[src/rtl/alu_ctrl_pkg.sv]
// Shared definitions for the ALU arbiter/sequencer: FSM encodings, ALU input-select
// codes, the one-hot opcode set understood by the ALU, and an opcode legality check.
package alu_ctrl_pkg;

  localparam int OP_W = 7;

  typedef enum logic [1:0] {
    ST_IDLE = 2'b00,
    ST_LOAD = 2'b01,
    ST_WAIT = 2'b10,
    ST_RESP = 2'b11
  } state_t;

  // alu_in_sel is {persist, load, reset}
  localparam logic [2:0] IN_SEL_PERSIST = 3'b100;
  localparam logic [2:0] IN_SEL_LOAD    = 3'b010;
  localparam logic [2:0] IN_SEL_RESET   = 3'b001;

  localparam logic [OP_W-1:0] OP_ADD  = 7'b1000000;
  localparam logic [OP_W-1:0] OP_SUB  = 7'b0100000;
  localparam logic [OP_W-1:0] OP_AND  = 7'b0010000;
  localparam logic [OP_W-1:0] OP_OR   = 7'b0001000;
  localparam logic [OP_W-1:0] OP_XOR  = 7'b0000100;
  localparam logic [OP_W-1:0] OP_NOT  = 7'b0000010;
  localparam logic [OP_W-1:0] OP_PASS = 7'b0000001;

  function automatic logic is_onehot7(input logic [OP_W-1:0] op);
    logic [2:0] ones;
    ones = 3'd0;
    for (int i = 0; i < OP_W; i++) begin
      ones = ones + {2'b00, op[i]};
    end
    return ones == 3'd1;
  endfunction

endpackage

[src/rtl/alu_arbiter_if.sv]
// Client-side request/response bus of the ALU arbiter. Both clients share one
// bundle; per-client fields are packed side by side, client i in slice i.
interface alu_arbiter_if #(
  parameter int W = 8
) ();
  import alu_ctrl_pkg::*;

  logic [1:0]        req_valid;
  logic [1:0]        req_ready;
  logic [2*OP_W-1:0] req_op;
  logic [2*W-1:0]    req_a;
  logic [2*W-1:0]    req_b;
  logic [1:0]        rsp_valid;
  logic [W-1:0]      rsp_data;
  logic              rsp_err;

  modport master (
    output req_valid, req_op, req_a, req_b,
    input  req_ready, rsp_valid, rsp_data, rsp_err
  );

  modport slave (
    input  req_valid, req_op, req_a, req_b,
    output req_ready, rsp_valid, rsp_data, rsp_err
  );

endinterface

[src/rtl/rr_arb2.sv]
// Two-way round-robin picker: a lone requester wins outright, a tie goes to the
// client that did not win last time. Purely combinational.
module rr_arb2 (
  input  logic [1:0] req,
  input  logic       last_g,
  output logic [1:0] gnt,
  output logic       g
);

  always_comb begin
    g = 1'b0;
    if (req == 2'b11) begin
      g = ~last_g;
    end else if (req[1]) begin
      g = 1'b1;
    end
    gnt = (req == 2'b00) ? 2'b00 : (g ? 2'b10 : 2'b01);
  end

endmodule

[src/rtl/alu_arbiter.sv]
// Arbitrates two clients onto the shared ALU, sequences load/wait/capture for the
// granted op and returns the result to the owner as a one-cycle response pulse.
module alu_arbiter
  import alu_ctrl_pkg::*;
#(
  parameter int ALU_LAT = 2,
  parameter int W       = 8
) (
  input  logic            clk,
  input  logic            rst,
  alu_arbiter_if.slave    bus,
  output logic            busy,
  output logic            alu_on,
  output logic [2:0]      alu_in_sel,
  output logic [W-1:0]    alu_num1,
  output logic [W-1:0]    alu_num2,
  output logic [OP_W-1:0] alu_out_sel,
  input  logic [W-1:0]    alu_out
);

  localparam logic [3:0] LAT_CNT = 4'(ALU_LAT);

  state_t          state_reg;
  state_t          state_next;
  logic            g_reg;
  logic            last_g_reg;
  logic [3:0]      cnt_reg;
  logic [W-1:0]    result_reg;
  logic            err_reg;
  logic [W-1:0]    num1_reg;
  logic [W-1:0]    num2_reg;
  logic [OP_W-1:0] sel_reg;

  logic [OP_W-1:0] op_arr [2];
  logic [W-1:0]    a_arr  [2];
  logic [W-1:0]    b_arr  [2];
  logic [1:0]      gnt;
  logic            g_pick;
  logic [1:0]      rsp_onehot;
  logic            any_req;
  logic            op_legal;

  for (genvar gi = 0; gi < 2; gi++) begin : g_client
    assign op_arr[gi]     = bus.req_op[OP_W*gi +: OP_W];
    assign a_arr[gi]      = bus.req_a[W*gi +: W];
    assign b_arr[gi]      = bus.req_b[W*gi +: W];
    assign rsp_onehot[gi] = (g_reg == 1'(gi));
  end

  rr_arb2 u_arb (
    .req    (bus.req_valid),
    .last_g (last_g_reg),
    .gnt    (gnt),
    .g      (g_pick)
  );

  assign any_req  = |bus.req_valid;
  assign op_legal = is_onehot7(op_arr[g_pick]);

  always_ff @(posedge clk) begin
    if (rst) begin
      state_reg <= ST_IDLE;
    end else begin
      state_reg <= state_next;
    end
  end

  always_comb begin
    state_next = state_reg;
    case (state_reg)
      ST_IDLE: if (any_req) state_next = op_legal ? ST_LOAD : ST_RESP;
      ST_LOAD: state_next = ST_WAIT;
      ST_WAIT: if (cnt_reg == 4'd0) state_next = ST_RESP;
      ST_RESP: state_next = ST_IDLE;
      default: state_next = ST_IDLE;
    endcase
  end

  // ALU operands are only written for legal ops, so an illegal request leaves
  // the ALU-facing registers exactly as the previous operation left them.
  always_ff @(posedge clk) begin
    if (rst) begin
      g_reg      <= 1'b0;
      last_g_reg <= 1'b1;
      cnt_reg    <= 4'd0;
      result_reg <= '0;
      err_reg    <= 1'b0;
      num1_reg   <= '0;
      num2_reg   <= '0;
      sel_reg    <= '0;
    end else begin
      case (state_reg)
        ST_IDLE: begin
          if (any_req) begin
            g_reg      <= g_pick;
            err_reg    <= ~op_legal;
            result_reg <= '0;
            if (op_legal) begin
              num1_reg <= a_arr[g_pick];
              num2_reg <= b_arr[g_pick];
              sel_reg  <= op_arr[g_pick];
            end
          end
        end
        ST_LOAD: cnt_reg <= LAT_CNT;
        ST_WAIT: begin
          if (cnt_reg == 4'd0) begin
            result_reg <= alu_out;
          end else begin
            cnt_reg <= cnt_reg - 4'd1;
          end
        end
        ST_RESP: last_g_reg <= g_reg;
        default: ;
      endcase
    end
  end

  // Outputs are forced to their reset values combinationally so they are clean
  // from the very first cycle rst is seen, even mid-operation.
  always_comb begin
    bus.req_ready = 2'b00;
    bus.rsp_valid = 2'b00;
    bus.rsp_data  = '0;
    bus.rsp_err   = 1'b0;
    busy          = 1'b0;
    alu_on        = 1'b0;
    alu_in_sel    = IN_SEL_RESET;
    alu_num1      = '0;
    alu_num2      = '0;
    alu_out_sel   = '0;
    if (!rst) begin
      alu_on      = 1'b1;
      busy        = (state_reg != ST_IDLE);
      alu_in_sel  = IN_SEL_PERSIST;
      alu_num1    = num1_reg;
      alu_num2    = num2_reg;
      alu_out_sel = sel_reg;
      case (state_reg)
        ST_IDLE: bus.req_ready = gnt;
        ST_LOAD: alu_in_sel = IN_SEL_LOAD;
        ST_RESP: begin
          bus.rsp_valid = rsp_onehot;
          bus.rsp_data  = err_reg ? '0 : result_reg;
          bus.rsp_err   = err_reg;
        end
        default: ;
      endcase
    end
  end

endmodule
[src/flat_wrapper.sv]
// flat-port wrapper written by rule: the top's interface ports become plain ports
module alu_arbiter_flat import alu_ctrl_pkg::*;
#(
  parameter int ALU_LAT = 2,
  parameter int W       = 8
)
  (clk, rst, busy, alu_on, alu_in_sel, alu_num1, alu_num2, alu_out_sel, alu_out, bus_req_valid, bus_req_op, bus_req_a, bus_req_b, bus_req_ready, bus_rsp_valid, bus_rsp_data, bus_rsp_err);
  alu_arbiter_if #(.W(W)) bus_i ();
  input  logic clk;
  input  logic rst;
  output logic busy;
  output logic alu_on;
  output logic [2:0] alu_in_sel;
  output logic [W-1:0] alu_num1;
  output logic [W-1:0] alu_num2;
  output logic [OP_W-1:0] alu_out_sel;
  input  logic [W-1:0] alu_out;
  input wire logic [$bits(bus_i.req_valid)-1:0] bus_req_valid;
  input wire logic [$bits(bus_i.req_op)-1:0] bus_req_op;
  input wire logic [$bits(bus_i.req_a)-1:0] bus_req_a;
  input wire logic [$bits(bus_i.req_b)-1:0] bus_req_b;
  output wire logic [$bits(bus_i.req_ready)-1:0] bus_req_ready;
  output wire logic [$bits(bus_i.rsp_valid)-1:0] bus_rsp_valid;
  output wire logic [$bits(bus_i.rsp_data)-1:0] bus_rsp_data;
  output wire logic [$bits(bus_i.rsp_err)-1:0] bus_rsp_err;
  assign bus_i.req_valid = bus_req_valid;
  assign bus_i.req_op = bus_req_op;
  assign bus_i.req_a = bus_req_a;
  assign bus_i.req_b = bus_req_b;
  assign bus_req_ready = bus_i.req_ready;
  assign bus_rsp_valid = bus_i.rsp_valid;
  assign bus_rsp_data = bus_i.rsp_data;
  assign bus_rsp_err = bus_i.rsp_err;
  alu_arbiter #(.ALU_LAT(ALU_LAT), .W(W)) u_core (.clk(clk), .rst(rst), .bus(bus_i), .busy(busy), .alu_on(alu_on), .alu_in_sel(alu_in_sel), .alu_num1(alu_num1), .alu_num2(alu_num2), .alu_out_sel(alu_out_sel), .alu_out(alu_out));
endmodule
[config.mk]
export PLATFORM = sky130hd
export DESIGN_NAME = alu_arbiter_flat
export DESIGN_NICKNAME = d
export VERILOG_FILES = /design/src/rtl/alu_ctrl_pkg.sv /design/src/rtl/alu_arbiter_if.sv /design/src/rtl/rr_arb2.sv /design/src/rtl/alu_arbiter.sv /design/src/flat_wrapper.sv
export SDC_FILE = /design/constraint.sdc
export NUM_CORES = 1
export LEC_CHECK = 0
export ABC_AREA = 1
export BUFFER_PORTS_ARGS = -buffer_cell sky130_fd_sc_hd__buf_4
export CORE_ASPECT_RATIO = 0.6
export CORE_MARGIN = 3
export CORE_UTILIZATION = 48
export CTS_CLUSTER_SIZE = 8
export DETAILED_ROUTE_END_ITERATION = 10
export HOLD_SLACK_MARGIN = 0.02
export PLACE_DENSITY = 0.85
export SETUP_SLACK_MARGIN = 0.4
export SYNTH_ARGS = -nofsm -noshare
export SYNTH_HDL_FRONTEND = slang
export SYNTH_SLANG_ARGS = --single-unit
[constraint.sdc]
create_clock -name clk -period 5.77 [get_ports clk]
set_input_delay 1.154 -clock clk [delete_from_list [all_inputs] [get_ports clk]]
set_output_delay 1.154 -clock clk [all_outputs]
set_load 0.02 [all_outputs]
---- Word-level counts from Yosys, hierarchy flattened ----
Cells that the tools add are included.
word-level totals
  flip-flop bits (word level) ............. 40
  word-level logic and storage cells ...... 79
  input port bits ......................... 58
cells by class
  order comparisons ....................... 1
  mux-type cells .......................... 38
  $add $sub $neg .......................... 7
  equality and inequality tests ........... 8
  reductions and logical operators ........ 12
  bitwise gates (word level) .............. 4
operator list
  cell                   count
  $mux W8                13
  $mux W7                4
  $mux W2                9
  $pmux W8 S2            1
  $add A3 B1 Y3          5
  $pmux W2 S4            1
  $pmux W4 S2            1
  $eq A2 B2 Y1 const B   3
  $mux W1                6
  $mux W3                2
  $reduce_and A2 Y1      3
  $reduce_and A3 Y1      2
  $reduce_bool A2 Y1     3
  $logic_not A2 Y1       2
  $logic_not A4 Y1       1
  $mux W4                1
  $ne A2 B1 Y1 const B   2
  $sub A4 B1 Y4 const B  1
  $eq A3 B1 Y1 const B   1
  $not A1 Y1             3
  $add A1 B1 Y2          1
  $eq A2 B1 Y1 const B   1
  $ge A2 B2 Y1 const B   1
  $ne A2 B2 Y1 const B   1
  other kinds (2)        2

---- Depth between registers and ports, before layout ----
Gate-level depths: netlist of run 1.
  depth after elaboration ................. 16
  mapped depth ............................ 20
  gate-level depth less buffers ........... 19

---- Modules after synthesis ----
From an unflattened synthesis of run 1, not the netlist that was laid out.
second synthesis, totals
  cell total of the unflattened synthesis .. 369
  area, all modules ....................... 2,348.5 um^2
by module, submodules not included
  module       instances  cells each  area each (um^2)
  alu_arbiter  1          363         2,323.5
  rr_arb2      1          6           25.0

---- Worst setup path after synthesis of run 1 ----
Ideal clock, no wire load.
  kind .................................... input to register
  start ................................... input bus_req_valid[0]
  end ..................................... register u_core.sel_reg[4]
  path buffers ............................ 2
  stages on the path ...................... 19
  slack ................................... 1.289 ns
  data arrival time ....................... 4.365 ns
  cells stage by stage .................... nand2_1 > nand2_1 > buf_2 > nand2_1 > nand2_1 > ha_1 > inv_1 > fa_1 > inv_1 > fa_1 > ha_1 > fa_1 > nor2_1 > nand3_1 > nor2_8 > inv_2 > buf_6 > nor2_1 > nor2_1
between the ends
  word-level cells in the longest chain between the ends .. 14
  elaborated cells on any way between the ends .. 15
  those cells by class .................... 6 x add/sub; 2 x eq/ne; 4 x mux; 1 x bitwise; 2 x reduce/logical
ends and longest elaborated chain
  what                                         RTL line                               text
  start: declaration                           flat_wrapper.sv:18                     input wire logic [$bits(bus_i.req_valid)-1:0] bus_req_valid;
  $eq A2 B2 Y1                                 rr_arb2.sv:12                          if (req == 2'b11) begin
  $mux W1                                      rr_arb2.sv:12
  $not A1 Y2 (not written as such)             alu_arbiter.sv:58, alu_arbiter.sv:101
  $mux W7 (not written as such) (3 in series)  alu_arbiter.sv:58, alu_arbiter.sv:101
  $add A1 B1 Y2                                alu_ctrl_pkg.sv:31                     ones = ones + {2'b00, op[i]};
  $add A3 B1 Y3 (5 in series)                  alu_ctrl_pkg.sv:31
  $eq A3 B1 Y1                                 alu_ctrl_pkg.sv:33                     return ones == 3'd1;
  $reduce_and A3 Y1 (no source line)           --
  end signal: assignment                       alu_arbiter.sv:101                     sel_reg <= op_arr[g_pick];
  end: declaration                             alu_arbiter.sv:32                      logic [OP_W-1:0] sel_reg;
Several ways; a longest one is shown, not always the timed one. The select of a mux whose other input is x is not followed.
A chain may end at the register's enable or synchronous reset.

---- Final worst setup path of run 1 ----
  start ................................... input bus_req_valid[0]
  end ..................................... register u_core.num1_reg[7]
between the ends
  word-level cells in the longest chain between the ends .. 14
  elaborated cells on any way between the ends .. 18
  those cells by class .................... 6 x add/sub; 2 x eq/ne; 7 x mux; 1 x bitwise; 2 x reduce/logical
ends and longest elaborated chain
  what                                         RTL line                              text
  $eq A2 B2 Y1                                 rr_arb2.sv:12
  $mux W1                                      rr_arb2.sv:12
  $not A1 Y2 (not written as such)             alu_arbiter.sv:58, alu_arbiter.sv:99
  $mux W7 (not written as such) (3 in series)  alu_arbiter.sv:58                     assign op_legal = is_onehot7(op_arr[g_pick]);
  $add A1 B1 Y2                                alu_ctrl_pkg.sv:31
  $add A3 B1 Y3 (5 in series)                  alu_ctrl_pkg.sv:31
  $eq A3 B1 Y1                                 alu_ctrl_pkg.sv:33
  $reduce_and A3 Y1 (no source line)           --
  end signal: assignment                       alu_arbiter.sv:99                     num1_reg <= a_arr[g_pick];
  end: declaration                             alu_arbiter.sv:30                     logic [W-1:0] num1_reg;
Several ways; a longest one is shown, not always the timed one. The select of a mux whose other input is x is not followed.

==> results.sh, run 1 <==
export IMPL_crit_buf_inv=6
export IMPL_cts_buffers=5
export IMPL_avgSynthCellArea_um2=6.15
export IMPL_die_w_um=96.4
export IMPL_cts_tree="done"
export IMPL_grt_overflow_total=0
export IMPL_worst_pin_slew_ps=792
export IMPL_route_vias_total=2552
export IMPL_clkPwrFrac_pct=18.7
export IMPL_p_int_mw=0.761
export IMPL_antenna_diode_count=0
export IMPL_layout_drive_gt1_share_pct=24.1
export IMPL_p_per_area_nw_per_um2=414
export IMPL_skew_ps=7.75
export IMPL_antenna_found_initial=0
export IMPL_grt_first_pass_wirelength_mm=10.1
export IMPL_critPathKind="in -> reg"
export IMPL_antenna_left=0
export IMPL_hold_class="reg -> reg"
export IMPL_grt_max_degree=44
export IMPL_path_clk_slew_ps=80
export IMPL_syn_to_final_growth_pct=36.0
export IMPL_fillers=419
export IMPL_rsz0062_at_grt="false"
export IMPL_finalHoldViolCount=0
export IMPL_max_stage_delay_ps=530
export IMPL_ir_worst_vdd_uv=190
export IMPL_ys_warn_count=0
export IMPL_rrSetupSlack_ps=1280
export IMPL_cts_hold_buf=0
export IMPL_worstSetupEndpointType="flip-flop"
export IMPL_routabilityCongestion=0.821
export IMPL_crit_path_cell_trace="buf_4, nand2_1, nand2_1, buf_4, inv_1, nand2_1, nand2_1, ha_1, inv_1, fa_1, inv_1, fa_1, ha_1, fa_1, nor2_1, nand3_1, nor2_8, inv_2, nor2_1, nor2_1"
export IMPL_critPathMaxFanout=27
export IMPL_critPathTopFamily="adder cells"
export IMPL_place_ws_ps=411
export IMPL_yosysSeqAreaShare_pct=34.0
export IMPL_grt_use_total_pct=22.4
export IMPL_critPathArrivalTime_ps=5230
export IMPL_syn_nets=452
export IMPL_grt_pass1_vias=2282
export IMPL_via_per_inst=4.76
export IMPL_swShare_pct=42.6
export IMPL_seq_power_share_pct=32.2
export IMPL_cts_resized=0
export IMPL_io_buffers=98
export IMPL_finalCritPeriodShare_pct=87.5
export IMPL_max_slew_margin_pct=47.1
export IMPL_nets=541
export IMPL_htree_num_levels=2
export IMPL_clkSinkCount=40
export IMPL_core_um2=4660
export IMPL_dr_pass1_iters=4
export IMPL_path_common_cell="nand2_1"
export IMPL_ys_seq_elements=40
export IMPL_dp_hpwl_mm=4.65
export IMPL_netlist_area_um2=2360
export IMPL_worst_path_max_delay_cell="fa_1"
export IMPL_layout_commonest_cell="nand2_1"
export IMPL_finalWorstSetupSlack_ps=719
export IMPL_fmax_mhz=198
export IMPL_wl_per_cell_um=11.7
export IMPL_setup_worst_path_start_class="primary input"
export IMPL_io_pins=99
export IMPL_slew_viol_final=0
export IMPL_cts_setup_buffers=0
export IMPL_min_period_ps=5050
export IMPL_mostFrequentLayoutCells="109 x nand2_1, 100 x buf_4, 94 x nor2_1"
export IMPL_status="finished clean"
export IMPL_clk_path_buf_depth=2
export IMPL_syn_inst=383
export IMPL_clkLatencyLatePin_ps=290
export IMPL_drc_errors=0
export IMPL_rows=19
export IMPL_p_comb_share_pct=49.1
export IMPL_cts_root_buf="clkbuf_8"
export IMPL_die_area_um2=5810
export IMPL_tns_ps=0
export IMPL_cp_required_ps=5950
export IMPL_drt_total_wl_mm=6.28
export IMPL_drt_initial_drc_count=132
export IMPL_leakagePower_nw=1.68
export IMPL_total_power_mw=1.32
export IMPL_die_h_um=60.3
export IMPL_multi_input_area_um2=1250
export IMPL_initial_core_util_pct=50.6
export IMPL_regArea_um2=801
export IMPL_switching_power_mw=0.564
export IMPL_ys_types=22
export IMPL_setup_violations=0
export IMPL_maxCapViolations=0
==> final timing paths <==
path | from | endpoint | depth (start not counted)
setup / recovery | bus_req_valid[0] | u_core.num1_reg[7] | 20
hold / removal | u_core.result_reg[4] | u_core.result_reg[4] | 2
setup reg to reg | u_core.last_g_reg | u_core.num1_reg[7] | 19
hold reg to reg | u_core.result_reg[4] | u_core.result_reg[4] | 2
==> routing by layer <==
metal / GRT usage [%] / share of wire [%] / vias to the layer above
met5: 0 / 0 / -
met4: 7.39 / 2.0 / 0
met3: 5.16 / 5.9 / 13
met2: 34.4 / 44 / 85
met1: 31.0 / 48 / 1118
li1: - / - / 1336
==> power by group through the flow <==
| stage | sequential [mW] | combinational (mW) | clock [mW] |
|---|---|---|---|
| 5_1_grt | 0.437 | 0.736 | 0.266 |
| 3_3_place_gp | 0.429 | 0.616 | 0 |
| 6_report | 0.427 | 0.650 | 0.248 |
| 4_1_cts | 0.425 | 0.651 | 0.252 |
| 2_1_floorplan | 0.418 | 0.479 | 0 |
| 3_5_place_dp | 0.430 | 0.644 | 0 |
==> logic make-up (layout without fill, tap and decap cells) <==
logic type,Yosys count,after routing,share of synthesized area (%)
DFF,40,40,34.0
and+or+nand+nor,220,220,37.3
adders and majority gates,11,11,6.80
AOI/OAI and AO/OA,42,42,9.03
buffers and inverters,70,160,12.9
==> cell type report <==
cell class / count / area share (%)
clock buffer: 7 / 3.01
clock inverter: 1 / 0.938
inverter: 52 / 6.09
multi-input combinational: 273 / 39.1
sequential: 40 / 25.0
tap: 63 / 2.46
timing repair buffer: 100 / 23.4
==> synthesized netlist by cell type <==
cell,instances,area (um2)
a21oi_1,16,80.1
buf_2,6,30.0
buf_4,1,7.51
buf_6,4,45.0
clkbuf_1,7,26.3
clkinv_1,1,3.75
dfxtp_1,40,801
fa_1,3,60.1
ha_1,8,100
inv_1,48,180
inv_2,3,11.3
nand2_1,109,409
nand3_1,4,20.0
nand3_2,1,10.0
nand4_1,8,50.1
nor2_1,94,353
nor2_2,1,6.26
nor2_8,1,20.0
nor3_1,2,10.0
o21ai_0,20,100
o21ai_1,5,25.0
o21bai_1,1,7.51
==> worst min-delay path, delay by kind of cell (launching register included) <==
kind               cells  cell delay (ps)
AOI/OAI and AO/OA      1               50
and+or+nand+nor        1               60
DFF                    1              310
==> metrics by stage <==
step / utilization (%) / cells / hold WS [ps] / instance area [um2]
4_1_cts: 68.7 / 536 / 463 / 3200
2_1_floorplan: - / 383 / 426 / 2360
3_5_place_dp: 66.0 / 528 / 448 / 3080
3_3_place_gp: 66.0 / 528 / 449 / 3080
6_report: 68.7 / 536 / 462 / 3200
5_1_grt: 68.7 / 536 / 473 / 3200
No activity file was read; power rests on OpenSTA's default activity.
==> run 2, diff against run 1 <==
--- a/config.mk
+++ b/config.mk
@@ -9,11 +9,12 @@
 export BUFFER_PORTS_ARGS = -buffer_cell sky130_fd_sc_hd__buf_4
 export CORE_ASPECT_RATIO = 0.6
 export CORE_MARGIN = 3
-export CORE_UTILIZATION = 48
+export CORE_UTILIZATION = 50
+export CTS_BUF_LIST = sky130_fd_sc_hd__clkbuf_8
 export CTS_CLUSTER_SIZE = 8
 export DETAILED_ROUTE_END_ITERATION = 10
 export HOLD_SLACK_MARGIN = 0.02
-export PLACE_DENSITY = 0.85
+export PLACE_DENSITY = 0.88
 export SETUP_SLACK_MARGIN = 0.4
 export SYNTH_ARGS = -nofsm -noshare
 export SYNTH_HDL_FRONTEND = slang
==> results.sh, run 2 (synthesis results as in run 1) <==
export IMPL_drc_errors=0
export IMPL_initial_core_util_pct=54.5
export IMPL_grt_use_met1_pct=32.0
export IMPL_grt_overflow_total=0
export IMPL_skew_ps=4.75
export IMPL_grt_use_total_pct=23.5
export IMPL_setup_worst_path_start_class="primary input"
export IMPL_die_area_um2=5600
export IMPL_cts_tree="done"
export IMPL_final_cells=532
export IMPL_finalWorstSetupSlack_ps=938
export IMPL_total_power_mw=1.25
export IMPL_antenna_found_initial=0
export IMPL_fmax_mhz=207
export IMPL_grt_use_met3_pct=5.33
export IMPL_critPathArrivalTime_ps=5010
export IMPL_cts_buffers=5
export IMPL_io_buffers=98
export IMPL_cp_required_ps=5940
export IMPL_max_slew_margin_pct=46.2
export IMPL_status="finished clean"
export IMPL_layout_drive_gt1_share_pct=23.7
export IMPL_finalHoldViolCount=0
export IMPL_maxCapViolations=0
export IMPL_worst_path_max_delay_cell="fa_1"
export IMPL_clkLatencyLatePin_ps=280
export IMPL_core_um2=4320
export IMPL_cts_resized=0
export IMPL_leakagePower_nw=1.66
export IMPL_grt_max_degree=44
export IMPL_via_per_inst=4.87
export IMPL_ir_worst_vdd_uv=193
export IMPL_gr_usage_met2_pct=38.8
export IMPL_max_stage_delay_ps=530
export IMPL_io_pins=99
export IMPL_clkSinkCount=40
export IMPL_min_period_ps=4830
export IMPL_critPathKind="in -> reg"
export IMPL_rsz0062_at_grt="false"
export IMPL_nets=541
export IMPL_place_area_um2=3070
export IMPL_antenna_diode_count=0
export IMPL_final_cell_area_um2=3150
export IMPL_cts_setup_buffers=0
export IMPL_cts_root_buf="clkbuf_8"
export IMPL_crit_path_cell_trace="buf_4, nand2_1, nand2_1, o21ai_0, inv_1, ha_1, inv_1, fa_1, inv_1, fa_1, ha_1, fa_1, nor2_1, nand3_1, nor2_8, inv_2, nor2_1, nor2_1"
export IMPL_drt_initial_drc_count=148
export IMPL_dp_cells=525
export IMPL_critPathMaxFanout=27
export IMPL_dp_hpwl_mm=4.99
export IMPL_mostFrequentLayoutCells="109 x nand2_1, 100 x buf_4, 94 x nor2_1"
export IMPL_gr_max_usage_layer="met2"
export IMPL_routabilityCongestion=0.789
export IMPL_cts_hold_buf=0
export IMPL_setup_violations=0
export IMPL_place_ws_ps=644
export IMPL_dr_pass1_iters=5
export IMPL_hold_class="reg -> reg"
export IMPL_htree_num_levels=2
export IMPL_die_h_um=59.2
export IMPL_clk_path_buf_depth=2
export IMPL_slew_viol_final=0
export IMPL_antenna_left=0
export IMPL_tns_ps=0
export IMPL_layout_commonest_cell="nand2_1"
export IMPL_worst_pin_slew_ps=806
export IMPL_route_vias_total=2593
export IMPL_syn_to_final_growth_pct=33.7
export IMPL_path_clk_slew_ps=80
export IMPL_grt_first_pass_wirelength_mm=10.4
export IMPL_drt_total_wl_mm=6.58
export IMPL_grt_pass1_vias=2351
export IMPL_rows=18
export IMPL_die_w_um=94.6
export IMPL_finalCritPeriodShare_pct=83.8
export IMPL_worstSetupEndpointType="flip-flop"
export IMPL_wl_per_cell_um=12.4
export IMPL_p_per_area_nw_per_um2=397
-- run 2: per-layer routing --
metal,wire length [um],vias up
met4,52,0
met5,0,-
met3,488,4
met1,2980,1164
li1,-,1331
met2,3060,94
-- run 2: cell type report --
| cell class | count | area (um2) |
|---|---|---|
| Multi-Input combinational cell | 273 | 1250 |
| Fill cell | 371 | 1170 |
| Sequential cell | 40 | 801 |
| Timing Repair Buffer | 100 | 751 |
| Inverter | 52 | 195 |
| Tap cell | 60 | 75.1 |
| Clock buffer | 5 | 68.8 |
| Clock inverter | 2 | 8.76 |
-- run 2: final timing paths --
check                          from  cells after the start  slack (ps)                 end
hold reg to reg   u_core.cnt_reg[0]                      1         470   u_core.cnt_reg[0]
setup reg to reg  u_core.last_g_reg                     17        1610  u_core.num2_reg[4]
hold / removal    u_core.cnt_reg[0]                      1         470   u_core.cnt_reg[0]
setup / recovery   bus_req_valid[0]                     18         940  u_core.num2_reg[4]
-- run 2: critical path: cells and delay by family --
| family | cells | cell delay (ps) |
|---|---|---|
| buffers and inverters | 5 | 530 |
| AOI/OAI and AO/OA | 1 | 270 |
| and+or+nand+nor | 7 | 1100 |
| adders and majority gates | 5 | 1930 |
-- run 2: stage by stage --
stage,hold WS (ps),util (%)
6_report,466,72.9
5_1_grt,486,72.9
4_1_cts,467,72.9
3_5_place_dp,454,71.1
3_3_place_gp,449,71.1
2_1_floorplan,426,-
-- run 2: power breakdown --
| part | internal [mW] | switching, mW | leakage [nW] | total, mW |
|---|---|---|---|---|
| combinational | 0.233 | 0.415 | 1.29 | 0.648 |
| clock | 0.0805 | 0.0930 | 0.0452 | 0.174 |
| sequential | 0.373 | 0.0558 | 0.326 | 0.429 |
